===== src/rtl/wash_cycle_sequencer_if.sv =====
// Bundle of control, timer and actuator signals for the wash cycle sequencer.
// DOUBLE_WASH_EN adds the double_wash request input.
interface wash_cycle_sequencer_if;
  logic       start;
  logic       pause;
  logic       door_open;
`ifdef DOUBLE_WASH_EN
  logic       double_wash;
`endif
  logic [3:0] tmr_done;
  logic [3:0] tmr_done_pre;
  logic [3:0] tmr_en;
  logic       valve;
  logic [1:0] motor;
  logic       drain;
  logic       door_lock;
  logic       busy;
  logic       warn;
  logic       door_alarm;
  logic       cycle_done;
  logic [2:0] dbg_state;

  // Handshake: tmr_en[i] is a level request to phase timer i; the timer answers
  // with a single-cycle tmr_done[i] pulse that is consumed whether or not
  // tmr_en[i] is still high in that cycle.
  modport master (
`ifdef DOUBLE_WASH_EN
    input  double_wash,
`endif
    input  start, pause, door_open, tmr_done, tmr_done_pre,
    output tmr_en, valve, motor, drain, door_lock, busy, warn, door_alarm,
    output cycle_done, dbg_state
  );

  modport slave (
`ifdef DOUBLE_WASH_EN
    output double_wash,
`endif
    output start, pause, door_open, tmr_done, tmr_done_pre,
    input  tmr_en, valve, motor, drain, door_lock, busy, warn, door_alarm,
    input  cycle_done, dbg_state
  );
endinterface


===== src/rtl/wash_cycle_sequencer.sv =====
// Washing-machine cycle controller: FILL -> WASH -> RINSE(xN) -> SPIN -> DONE.
// Defining DOUBLE_WASH_EN adds a latched double_wash request for two WASH passes.
module wash_cycle_sequencer #(
  parameter int RINSE_REPEAT = 1,
  parameter int DONE_CYCLES  = 4
) (
  input logic                    clk,
  input logic                    rst,
  wash_cycle_sequencer_if.master bus
);

  typedef enum logic [2:0] {
    S_IDLE  = 3'd0,
    S_FILL  = 3'd1,
    S_WASH  = 3'd2,
    S_RINSE = 3'd3,
    S_SPIN  = 3'd4,
    S_DONE  = 3'd5
  } state_t;

  state_t     state_q, state_d;
  logic [2:0] rinse_cnt_q, rinse_cnt_d;
  logic [3:0] hold_cnt_q, hold_cnt_d;

  logic       valve_q, valve_d;
  logic [1:0] motor_q, motor_d;
  logic       drain_q, drain_d;
  logic       lock_q, lock_d;
  logic       busy_q, busy_d;
  logic       cdone_q, cdone_d;

`ifdef DOUBLE_WASH_EN
  logic       dw_q, dw_d;
  logic       pass_q, pass_d;
`endif

  logic       stall;
  logic [3:0] phase_oh;

  assign stall = bus.pause | bus.door_open;

  // Active phase select; zero outside the four run states.
  always_comb begin
    phase_oh = 4'b0000;
    case (state_q)
      S_FILL:  phase_oh = 4'b0001;
      S_WASH:  phase_oh = 4'b0010;
      S_RINSE: phase_oh = 4'b0100;
      S_SPIN:  phase_oh = 4'b1000;
      default: phase_oh = 4'b0000;
    endcase
  end

  always_comb begin
    state_d     = state_q;
    rinse_cnt_d = rinse_cnt_q;
    hold_cnt_d  = hold_cnt_q;
`ifdef DOUBLE_WASH_EN
    dw_d        = dw_q;
    pass_d      = pass_q;
`endif
    case (state_q)
      S_IDLE: begin
        rinse_cnt_d = 3'd0;
        hold_cnt_d  = 4'd0;
        if (bus.start && !bus.door_open) begin
          state_d = S_FILL;
`ifdef DOUBLE_WASH_EN
          dw_d    = bus.double_wash;
          pass_d  = 1'b0;
`endif
        end
      end
      S_FILL: if (bus.tmr_done[0]) state_d = S_WASH;
      S_WASH: begin
        if (bus.tmr_done[1]) begin
`ifdef DOUBLE_WASH_EN
          if (dw_q && !pass_q) pass_d  = 1'b1;
          else                 state_d = S_RINSE;
`else
          state_d = S_RINSE;
`endif
        end
      end
      S_RINSE: begin
        // The rinse timer self-restarts, so extra passes just stay put.
        if (bus.tmr_done[2]) begin
          if (rinse_cnt_q == 3'(RINSE_REPEAT - 1)) state_d = S_SPIN;
          else rinse_cnt_d = rinse_cnt_q + 3'd1;
        end
      end
      S_SPIN: begin
        if (bus.tmr_done[3]) begin
          state_d    = S_DONE;
          hold_cnt_d = 4'd0;
        end
      end
      S_DONE: begin
        if (hold_cnt_q == 4'(DONE_CYCLES - 1)) begin
          state_d    = S_IDLE;
          hold_cnt_d = 4'd0;
        end else begin
          hold_cnt_d = hold_cnt_q + 4'd1;
        end
      end
      default: state_d = S_IDLE;
    endcase
  end

  // Moore outputs decoded from the next state so they line up with state_q.
  always_comb begin
    valve_d = 1'b0;
    motor_d = 2'b00;
    drain_d = 1'b0;
    lock_d  = 1'b0;
    busy_d  = 1'b0;
    cdone_d = 1'b0;
    case (state_d)
      S_FILL:  begin valve_d = 1'b1; lock_d = 1'b1; busy_d = 1'b1; end
      S_WASH:  begin motor_d = 2'b01; lock_d = 1'b1; busy_d = 1'b1; end
      S_RINSE: begin valve_d = 1'b1; motor_d = 2'b01; lock_d = 1'b1; busy_d = 1'b1; end
      S_SPIN:  begin motor_d = 2'b10; drain_d = 1'b1; lock_d = 1'b1; busy_d = 1'b1; end
      S_DONE:  cdone_d = 1'b1;
      default: ;
    endcase
  end

  always_ff @(posedge clk or negedge rst) begin
    if (!rst) begin
      state_q     <= S_IDLE;
      rinse_cnt_q <= 3'd0;
      hold_cnt_q  <= 4'd0;
      valve_q     <= 1'b0;
      motor_q     <= 2'b00;
      drain_q     <= 1'b0;
      lock_q      <= 1'b0;
      busy_q      <= 1'b0;
      cdone_q     <= 1'b0;
`ifdef DOUBLE_WASH_EN
      dw_q        <= 1'b0;
      pass_q      <= 1'b0;
`endif
    end else begin
      state_q     <= state_d;
      rinse_cnt_q <= rinse_cnt_d;
      hold_cnt_q  <= hold_cnt_d;
      valve_q     <= valve_d;
      motor_q     <= motor_d;
      drain_q     <= drain_d;
      lock_q      <= lock_d;
      busy_q      <= busy_d;
      cdone_q     <= cdone_d;
`ifdef DOUBLE_WASH_EN
      dw_q        <= dw_d;
      pass_q      <= pass_d;
`endif
    end
  end

  // Water and motor cut out immediately on a stall; lock and drain hold.
  assign bus.tmr_en     = stall ? 4'b0000 : phase_oh;
  assign bus.valve      = valve_q & ~stall;
  assign bus.motor      = motor_q & {2{~stall}};
  assign bus.drain      = drain_q;
  assign bus.door_lock  = lock_q;
  assign bus.busy       = busy_q;
  assign bus.cycle_done = cdone_q;
  assign bus.warn       = (|(bus.tmr_done_pre & phase_oh)) & ~stall;
  assign bus.door_alarm = bus.door_open & (|phase_oh);
  assign bus.dbg_state  = state_q;

endmodule

===== src/flat_wrapper.sv =====
// flat-port wrapper written by rule: the top's interface ports become plain ports
module wash_cycle_sequencer_flat 
#(
  parameter int RINSE_REPEAT = 1,
  parameter int DONE_CYCLES  = 4
)
  (clk, rst, bus_start, bus_pause, bus_door_open, bus_tmr_done, bus_tmr_done_pre, bus_tmr_en, bus_valve, bus_motor, bus_drain, bus_door_lock, bus_busy, bus_warn, bus_door_alarm, bus_cycle_done, bus_dbg_state);
  wash_cycle_sequencer_if bus_i ();
  input logic clk;
  input logic rst;
  input wire logic [$bits(bus_i.start)-1:0] bus_start;
  input wire logic [$bits(bus_i.pause)-1:0] bus_pause;
  input wire logic [$bits(bus_i.door_open)-1:0] bus_door_open;
  input wire logic [$bits(bus_i.tmr_done)-1:0] bus_tmr_done;
  input wire logic [$bits(bus_i.tmr_done_pre)-1:0] bus_tmr_done_pre;
  output wire logic [$bits(bus_i.tmr_en)-1:0] bus_tmr_en;
  output wire logic [$bits(bus_i.valve)-1:0] bus_valve;
  output wire logic [$bits(bus_i.motor)-1:0] bus_motor;
  output wire logic [$bits(bus_i.drain)-1:0] bus_drain;
  output wire logic [$bits(bus_i.door_lock)-1:0] bus_door_lock;
  output wire logic [$bits(bus_i.busy)-1:0] bus_busy;
  output wire logic [$bits(bus_i.warn)-1:0] bus_warn;
  output wire logic [$bits(bus_i.door_alarm)-1:0] bus_door_alarm;
  output wire logic [$bits(bus_i.cycle_done)-1:0] bus_cycle_done;
  output wire logic [$bits(bus_i.dbg_state)-1:0] bus_dbg_state;
  assign bus_i.start = bus_start;
  assign bus_i.pause = bus_pause;
  assign bus_i.door_open = bus_door_open;
  assign bus_i.tmr_done = bus_tmr_done;
  assign bus_i.tmr_done_pre = bus_tmr_done_pre;
  assign bus_tmr_en = bus_i.tmr_en;
  assign bus_valve = bus_i.valve;
  assign bus_motor = bus_i.motor;
  assign bus_drain = bus_i.drain;
  assign bus_door_lock = bus_i.door_lock;
  assign bus_busy = bus_i.busy;
  assign bus_warn = bus_i.warn;
  assign bus_door_alarm = bus_i.door_alarm;
  assign bus_cycle_done = bus_i.cycle_done;
  assign bus_dbg_state = bus_i.dbg_state;
  wash_cycle_sequencer #(.RINSE_REPEAT(RINSE_REPEAT), .DONE_CYCLES(DONE_CYCLES)) u_core (.clk(clk), .rst(rst), .bus(bus_i));
endmodule

===== config.mk =====
export PLATFORM = sky130hd
export DESIGN_NAME = wash_cycle_sequencer_flat
export DESIGN_NICKNAME = d
export VERILOG_FILES = /design/src/rtl/wash_cycle_sequencer_if.sv /design/src/rtl/wash_cycle_sequencer.sv /design/src/flat_wrapper.sv
export SDC_FILE = /design/constraint.sdc
export NUM_CORES = 1
export LEC_CHECK = 0
export ABC_AREA = 0
export BUFFER_PORTS_ARGS = -buffer_cell sky130_fd_sc_hd__buf_4
export CELL_PAD_IN_SITES_DETAIL_PLACEMENT = 0
export CELL_PAD_IN_SITES_GLOBAL_PLACEMENT = 1
export CORE_MARGIN = 2
export CORE_UTILIZATION = 34
export DETAILED_ROUTE_END_ITERATION = 12
export PLACE_DENSITY_LB_ADDON = 0.1
export SLEW_MARGIN = 25
export SYNTH_ARGS = -nofsm -noshare
export SYNTH_HDL_FRONTEND = slang
export SYNTH_SLANG_ARGS = --single-unit

===== constraint.sdc =====
create_clock -name clk -period 1.49 [get_ports clk]
set_clock_uncertainty 0.15 [all_clocks]
set_input_delay 0.298 -clock clk [delete_from_list [all_inputs] [get_ports clk]]
set_output_delay 0.298 -clock clk [all_outputs]
set_load 0.1 [all_outputs]

Word level (Yosys, flattened, before mapping)
Index checks and enable logic that the tools add are counted.
W data, S select, Z words.
{ "word_totals": {"regBits": 16, "output_inout_bits": 16, "in_bits": 13} }
{ "op_classes": {"n_bitwise": 7, "eq_ne": 14, "muxes": 21, "reduce_logical": 13, "n_addsub": 2} }
{ "op_table": {"columns": ["cell", "n"], "rows": [
  ["$mux W3", 9],
  ["$pmux W3 S6", 1],
  ["$pmux W4 S4", 1],
  ["$eq A3 B2 Y1 const B", 4],
  ["$eq A3 B3 Y1 const B", 4],
  ["$mux W4", 3],
  ["$pmux W4 S3", 1],
  ["$reduce_or A4 Y1", 3],
  ["$eq A3 B1 Y1 const B", 2],
  ["$logic_not A3 Y1", 2],
  ["$ne A2 B2 Y1 const B", 3],
  ["$pmux W3 S2", 1],
  ["$add A4 B1 Y4 const B", 1],
  ["$and A4 B4 Y4", 1],
  ["$eq A4 B2 Y1 const B", 1],
  ["$mux W1", 4],
  ["$pmux W2 S2", 1],
  ["$reduce_or A2 Y1", 2],
  ["$add A3 B1 Y3 const B", 1],
  ["$and A1 B1 Y1", 3],
  ["$reduce_and A3 Y1", 1],
  ["$reduce_bool A3 Y1", 1],
  ["$and A2 B2 Y2", 1],
  ["$reduce_and A2 Y1", 1],
  ["other kinds (5)", 5]
]} }

Logic depth before layout (Yosys ltp)
Gate-level depths: netlist of the first run.
{ "logic_depth": {"ltp_word": 7, "depth_mapped": 5, "mapped_depth_nobuf": 5} }

Least setup slack after synthesis of the first run
No wires, ideal clock.
{ "synth_path": {"path_type": "reg2out", "startpoint": "register u_core.state_q[0] (netlist: u_core.bus.dbg_state[0])", "endpoint": "output port bus_warn", "path_slack_ps": -2757, "path_buffers": 2, "arrival_time_ps": 3799, "path_stages_with_launch": 5, "path_cell_list": "dfrtp_1 -> buf_4 -> buf_2 -> nand2_1 -> a221oi_1"} }
{ "synth_between": {"elab_chain_cells": 5, "elab_cells_between_ends": 8, "classes_between": "4 x eq/ne; 1 x mux; 2 x bitwise; 1 x reduce/logical"} }
{ "synth_rtl": {"columns": ["element", "line_no", "text"], "rows": [
  ["from (decl)", "wash_cycle_sequencer.sv:21", "state_t state_q, state_d;"],
  ["from (signal assigned)", "wash_cycle_sequencer.sv:144", "state_q <= state_d;"],
  ["$eq A3 B3 Y1 (tied with other cells)", "wash_cycle_sequencer.sv:45", "case (state_q)"],
  ["$pmux W4 S4 (*)", "wash_cycle_sequencer.sv:45", null],
  ["$and A4 B4 Y4 (*)", "wash_cycle_sequencer.sv:168", "assign bus.warn = (|(bus.tmr_done_pre & phase_oh)) & ~stall;"],
  ["$reduce_or A4 Y1 (*)", "wash_cycle_sequencer.sv:168", null],
  ["$and A1 B1 Y1 (*)", "wash_cycle_sequencer.sv:168", null],
  ["to (decl)", "flat_wrapper.sv:22", "output wire logic [$bits(bus_i.warn)-1:0] bus_warn;"]
]} }
Every way passes the cells marked *; elsewhere a longest branch is shown, timed or not.

Worst setup path after layout of the first run
{ "layout_path": {"startpoint": "register u_core.state_q[1] (netlist: u_core.bus.dbg_state[1])", "endpoint": "output port bus_warn"} }
The elaborated chain is that of the path after synthesis.

==> results.toml, run 1 <==
[outcome]
status = "complete, but fails checks"
failed_checks = "negative setup slack"

[pwr]
powerDensity_nw_per_um2 = 2080
leakage_nw = 0.968
power.switching_mw = 2.18
internal_power_mw = 2.24
switching_share = 0.494
combPwrFrac = 0.775
power_frac_seq = 0.157
pwr-share-clk = 0.069
peakVddDrop_v = 0.000722

[route]
drt_iter0_drc = 24
wl_mm = 3.42
routed-wl-met3_um = 77
wl_met2_mm = 1.82
highest_layer = "met4"
wl_per_cell_um = 16.2
vias = 1131
drt-met1-wl_mm = 1.47
detail-route-antenna-nets = 0
viasPerCell = 5.36
drt_pre_antenna_iters = 4
drc = 0

[timing]
relSlewSlack = 0.713
rsz0062_at_grt = "true"
tightestPinTransition_ps = 430
worst_slack_ps = -573
setup_violations = 21
finalCritPeriodShare = 1.38
min_period_ps = 2060
hold_violations = 0
max_freq_mhz = 485
drv_slew = 0
finalSetupTns_ps = -5910

[placement]
gp_congestion = 0.735
io_buffers = 28
dpl.hpwl_mm = 2.20
place_ws_ps = -343
dpl-instance-area_sq_um = 1540

[global_routing]
grt_pass1_wl_mm = 5.38
antenna_found_initial = 0
grt_pass1_vias = 1142
overflow = 0
grt_use_total = 0.209
grt_max_degree = 17

[layout]
final_core_util = 0.759
layout-drive-gt1-share = 0.683
stdcell_area_sq_um = 2130
final_common_cell = "buf_4"
layout_common_cells = "39 x buf_4, 17 x buf_6, 12 x buf_12, 12 x dfrtp_1, 7 x inv_1"
fin_nets = 197
area_growth_pct = 107
n_antenna_cell = 0

[clocking]
clock_latency_ps = 290
cts_tree = "yes"
htreeDepth = 1
cts.sinks = 16
cts_buffers = 3
cts-root-buf = "clkbuf_4"
clock_path_buffers = 2
clk_pin_slew_ps = 100

[yosys]
synth.avg_cell_area_sq_um = 9.27
syn-num-nets = 127
synth_cell_types = 41
synth_top_flop_cell = "dfrtp_1"
netlist_area_sq_um = 1030
synth_top_area_cell = "dfrtp_1"
synth.area.top_cells = "dfrtp_1 39%, ha_1 3.6%, inv_1 3.3%, nor2b_1 3.0%, a21oi_1 2.9%"
yosys_warnings = 0
yosys_register_bits = 16
synthArstFlopShare = 1.00
syn_inst = 111
synth_top_cell_area_share = 0.389
synth_edf_count = 0
yosysSeqAreaShare = 0.389

[floorplanning]
fp.dieW_um = 59
start_util = 0.367
core_area_sq_um = 2810
num_io_pins = 29
dieArea_sq_um = 3480
num_rows = 19
fp.dieH_um = 59

[worst_setup_path]
critPathLaunchType = "flip-flop"
crit_arrival_ps = 1620
crit_type = "flip-flop to output port"
cp_data_required_time_ps = 1040
crit_path_max_fanout = 5
crit_path_end_kind = "output port"

[worst_hold_path]
hold_class = "input port to flip-flop"

[run]
max_cap_violations = 0
-- per-stage QoR --
step           hold slack [ps]  power (mW)  cells
6_report                   186        4.42    211
5_1_grt                    187        4.62    211
4_1_cts                    163        4.11    205
3_5_place_dp              26.5        3.09    190
3_3_place_gp              22.5        3.06    190
2_1_floorplan             -148        2.51    111
-- sequential cells by signal, indices dropped and copies added, names as in the netlist --
register,flops
u_core.rinse_cnt_q,3
u_core.bus.drain,1
u_core.motor_q,2
u_core.hold_cnt_q,4
u_core.bus.cycle_done,1
u_core.bus.dbg_state,3
u_core.valve_q,1
u_core.bus.door_lock,1
-- power by group through the flow --
stage	clock (mW)	sequential [mW]	combinational, mW
6_report	0.304	0.692	3.43
5_1_grt	0.339	0.704	3.58
4_1_cts	0.305	0.683	3.12
3_5_place_dp	0	0.678	2.41
3_3_place_gp	0	0.670	2.39
2_1_floorplan	0	1.16	1.35
-- cells in the mapped netlist (2+ instances only) --
| library cell | count |
|---|---|
| ha_1 | 3 |
| dfrtp_1 | 16 |
| and3_1 | 3 |
| inv_1 | 9 |
| and2_1 | 3 |
| nand3b_1 | 4 |
| o21ai_0 | 5 |
| buf_4 | 2 |
| nand3_1 | 5 |
| o221ai_1 | 3 |
| nor3_1 | 3 |
| nand2b_1 | 2 |
| nand2_1 | 5 |
| a21oi_1 | 6 |
| or2_2 | 2 |
| buf_2 | 4 |
| nor2b_1 | 5 |
| nor2_1 | 7 |
| nor3b_1 | 2 |
-- layer usage --
layer / up-vias / global-route usage
met5: - / 0
met4: 0 / 0.0682
met1: 561 / 0.256
met3: 6 / 0.0197
li1: 543 / -
met2: 21 / 0.381
-- layout make-up --
type / count / area [sq um]
timing repair buffer: 72 / 779
tap: 31 / 38.8
clock buffer: 4 / 36.3
fill: 168 / 676
multi-input combinational: 79 / 826
inverter: 9 / 36.3
sequential: 16 / 413
-- worst max-delay path, cell delays in order, from the launching register on --
cell and delay, ps:
dfrtp_4 530, mux2_4 230, nand2_4 50, a221oi_4 300, buf_12 210
-- cell families (layout without fill, tap and decap cells) --
group           count (synthesis)  count (layout)  share of synthesized area
mux                             2               2                     0.0207
fa+ha+maj                       3               3                     0.0365
simple gates                   49              49                      0.287
compound gates                 25              25                      0.189
buf+inv                        16              85                     0.0779
flops                          16              16                      0.389
-- path summary, 6_finish.rpt --
| kind | start | endpoint | slack, ps | cells past startpoint |
|---|---|---|---|---|
| setup / recovery | u_core.bus.dbg_state[1] | bus_warn | -570 | 4 |
| hold / removal | bus_start | u_core.bus.door_lock | 190 | 3 |
| setup reg to reg | u_core.bus.dbg_state[0] | u_core.valve_q | -340 | 5 |
| hold reg to reg | u_core.hold_cnt_q[0] | u_core.hold_cnt_q[0] | 440 | 2 |
| max in group asynchronous | rst | u_core.bus.dbg_state[0] | 730 | 2 |
| min in group asynchronous | rst | u_core.rinse_cnt_q[1] | 250 | 2 |
-- what timing repair did --
| item | in CTS | in global routing |
|---|---|---|
| gates resized for setup | 77 | 30 |
| hold endpoints to repair | 16 | 0 |
| setup endpoints to repair | 25 | 27 |
| buffers inserted | 11 | 12 |
| hold buffers | 1 | 0 |
| pin swaps | 15 | 19 |
Note: power is estimated with default switching activity, not from simulation.
==> run 2, diff against run 1 <==
==> constraint.sdc (replaced) <==
create_clock -name clk -period 1.49 [get_ports clk]
set_clock_uncertainty 0.15 [all_clocks]
set_input_delay 0.298 -clock clk [delete_from_list [all_inputs] [get_ports clk]]
set_output_delay 0.298 -clock clk [all_outputs]
set_load 0.05 [all_outputs]
==> results.toml, run 2 (synthesis results as in run 1) <==
[worst_setup_path]
cp_data_required_time_ps = 1040
critPathLaunchType = "flip-flop"
cp_num_buf_inv = 1
reg2reg_depth = 4
cp.depth = 3
slowest_stage = "dfrtp_2"
path_delay_family = "flip-flops"
crit_arrival_ps = 1530
crit_path_end_kind = "output port"
crit_path_max_fanout = 6
crit_type = "flip-flop to output port"
slowest_delay_ps = 470
rrSetupSlack_ps = -250
crit_chain = "or3b_4 > a21oi_4 > buf_6"

[pwr]
pwr-share-clk = 0.086
switching_share = 0.448
power_frac_seq = 0.185
internal_power_mw = 1.98
powerDensity_nw_per_um2 = 1850
leakage_nw = 0.894
finalPower_mw = 3.59
peakVddDrop_v = 0.000619
power.switching_mw = 1.61
combPwrFrac = 0.729

[layout]
stdcell_count = 207
layout-drive-gt1-share = 0.625
stdcell_area_sq_um = 1940
layout_common_cells = "39 x buf_4, 23 x buf_6, 13 x dfrtp_1"
n_antenna_cell = 0
fill_cells = 213
fin_nets = 193
top_register = "u_core.hold_cnt_q"
area_growth_pct = 88.8
largest_reg_flops = 4
final_common_cell = "buf_4"

[floorplanning]
fp.dieH_um = 59
fp.dieW_um = 59
num_rows = 19
start_util = 0.367
core_area_sq_um = 2810
dieArea_sq_um = 3480
num_io_pins = 29

[placement]
gp_congestion = 0.783
io_buffers = 28
dpl-instance-area_sq_um = 1560
dpl.hpwl_mm = 2.12
dp_cells = 193

[timing]
setup_violations = 19
min_period_ps = 1980
hold_violations = 0
drv_slew = 0
finalSetupTns_ps = -4120
worst_slack_ps = -487
finalCritPeriodShare = 1.33
relSlewSlack = 0.708
max_freq_mhz = 506
tightestPinTransition_ps = 437
rsz0062_at_grt = "true"

[global_routing]
grt_max_degree = 17
grt_use_total = 0.197
overflow = 0
grt_pass1_vias = 1095
grt_pass1_wl_mm = 5.04
antenna_found_initial = 0

[outcome]
failed_checks = "negative setup slack"
status = "complete, but fails checks"

[route]
detail-route-antenna-nets = 0
drt_iter0_drc = 26
wl_mm = 3.14
vias = 1064
viasPerCell = 5.14
drt_pre_antenna_iters = 4
wl_per_cell_um = 15.1
drc = 0

[clocking]
clk_pin_slew_ps = 120
cts_tree = "yes"
htreeDepth = 1
cts.sinks = 16
clock_path_buffers = 2
cts_buffers = 3
clock_latency_ps = 300
cts-root-buf = "clkbuf_4"

[worst_hold_path]
hold_class = "input port to flip-flop"
holdPathStages = 3

[run]
max_cap_violations = 0
[run 2: cell types whose count changed in the layout (fill, tap and decap cells not counted), sizes merged]
cell / before / now
buf: 71 / 67
[run 2: metal layers]
layer | GRT usage | share of wire | vias up
li1 | - | - | 526
met1 | 0.242 | 0.44 | 521
met3 | 0.0218 | 0.024 | 2
met2 | 0.354 | 0.53 | 15
met5 | 0 | 0 | -
met4 | 0.0682 | 0.0057 | 0
[run 2: what timing repair did]
action                                 CTS  global route
hold buffers                             1             0
endpoints found under the hold margin   16             0
gates resized for setup                 41            27
setup buffers                           10             6
setup endpoints to repair               24            27
pin swaps                               13            12
[run 2: power by group through the flow]
stage | logic [mW] | registers (mW) | clock network [mW]
2_1_floorplan | 1.16 | 0.874 | 0
3_3_place_gp | 1.96 | 0.665 | 0
3_5_place_dp | 1.96 | 0.667 | 0
4_1_cts | 2.44 | 0.657 | 0.322
5_1_grt | 2.77 | 0.677 | 0.340
6_report | 2.62 | 0.664 | 0.308
[run 2: layout make-up]
cell class                      instances  area (sq um)  share of cell area
Timing Repair Buffer                   68           637               0.328
Tap cell                               31          38.8              0.0200
Inverter                                9          36.3              0.0187
Sequential cell                        16           404               0.208
Clock buffer                            4          36.3              0.0187
Multi-Input combinational cell         79           790               0.407
[run 2: worst min-delay path, stage by stage]
cell,delay [ps]
buf_4,120
nand3b_1,100
a21oi_1,70
[run 2: through the flow]
stage	setup WS, ps	utilization	hold WS, ps
after CTS	-497	0.659	140
final	-487	0.692	160
after detailed placement	-202	0.556	27.2
after floorplan	-496	-	-148
after global placement	-196	0.556	25.2
after global routing	-531	0.692	177
[run 2: final timing paths]
kind / endpoint / from
worst max register to register: u_core.valve_q / u_core.bus.dbg_state[1]
worst max-delay path: bus_door_alarm / u_core.bus.dbg_state[1]
worst min register to register: u_core.hold_cnt_q[0] / u_core.hold_cnt_q[0]
min in group asynchronous: u_core.rinse_cnt_q[1] / rst
max in group asynchronous: u_core.bus.dbg_state[0] / rst
worst min-delay path: u_core.bus.dbg_state[1] / bus_tmr_done[0]
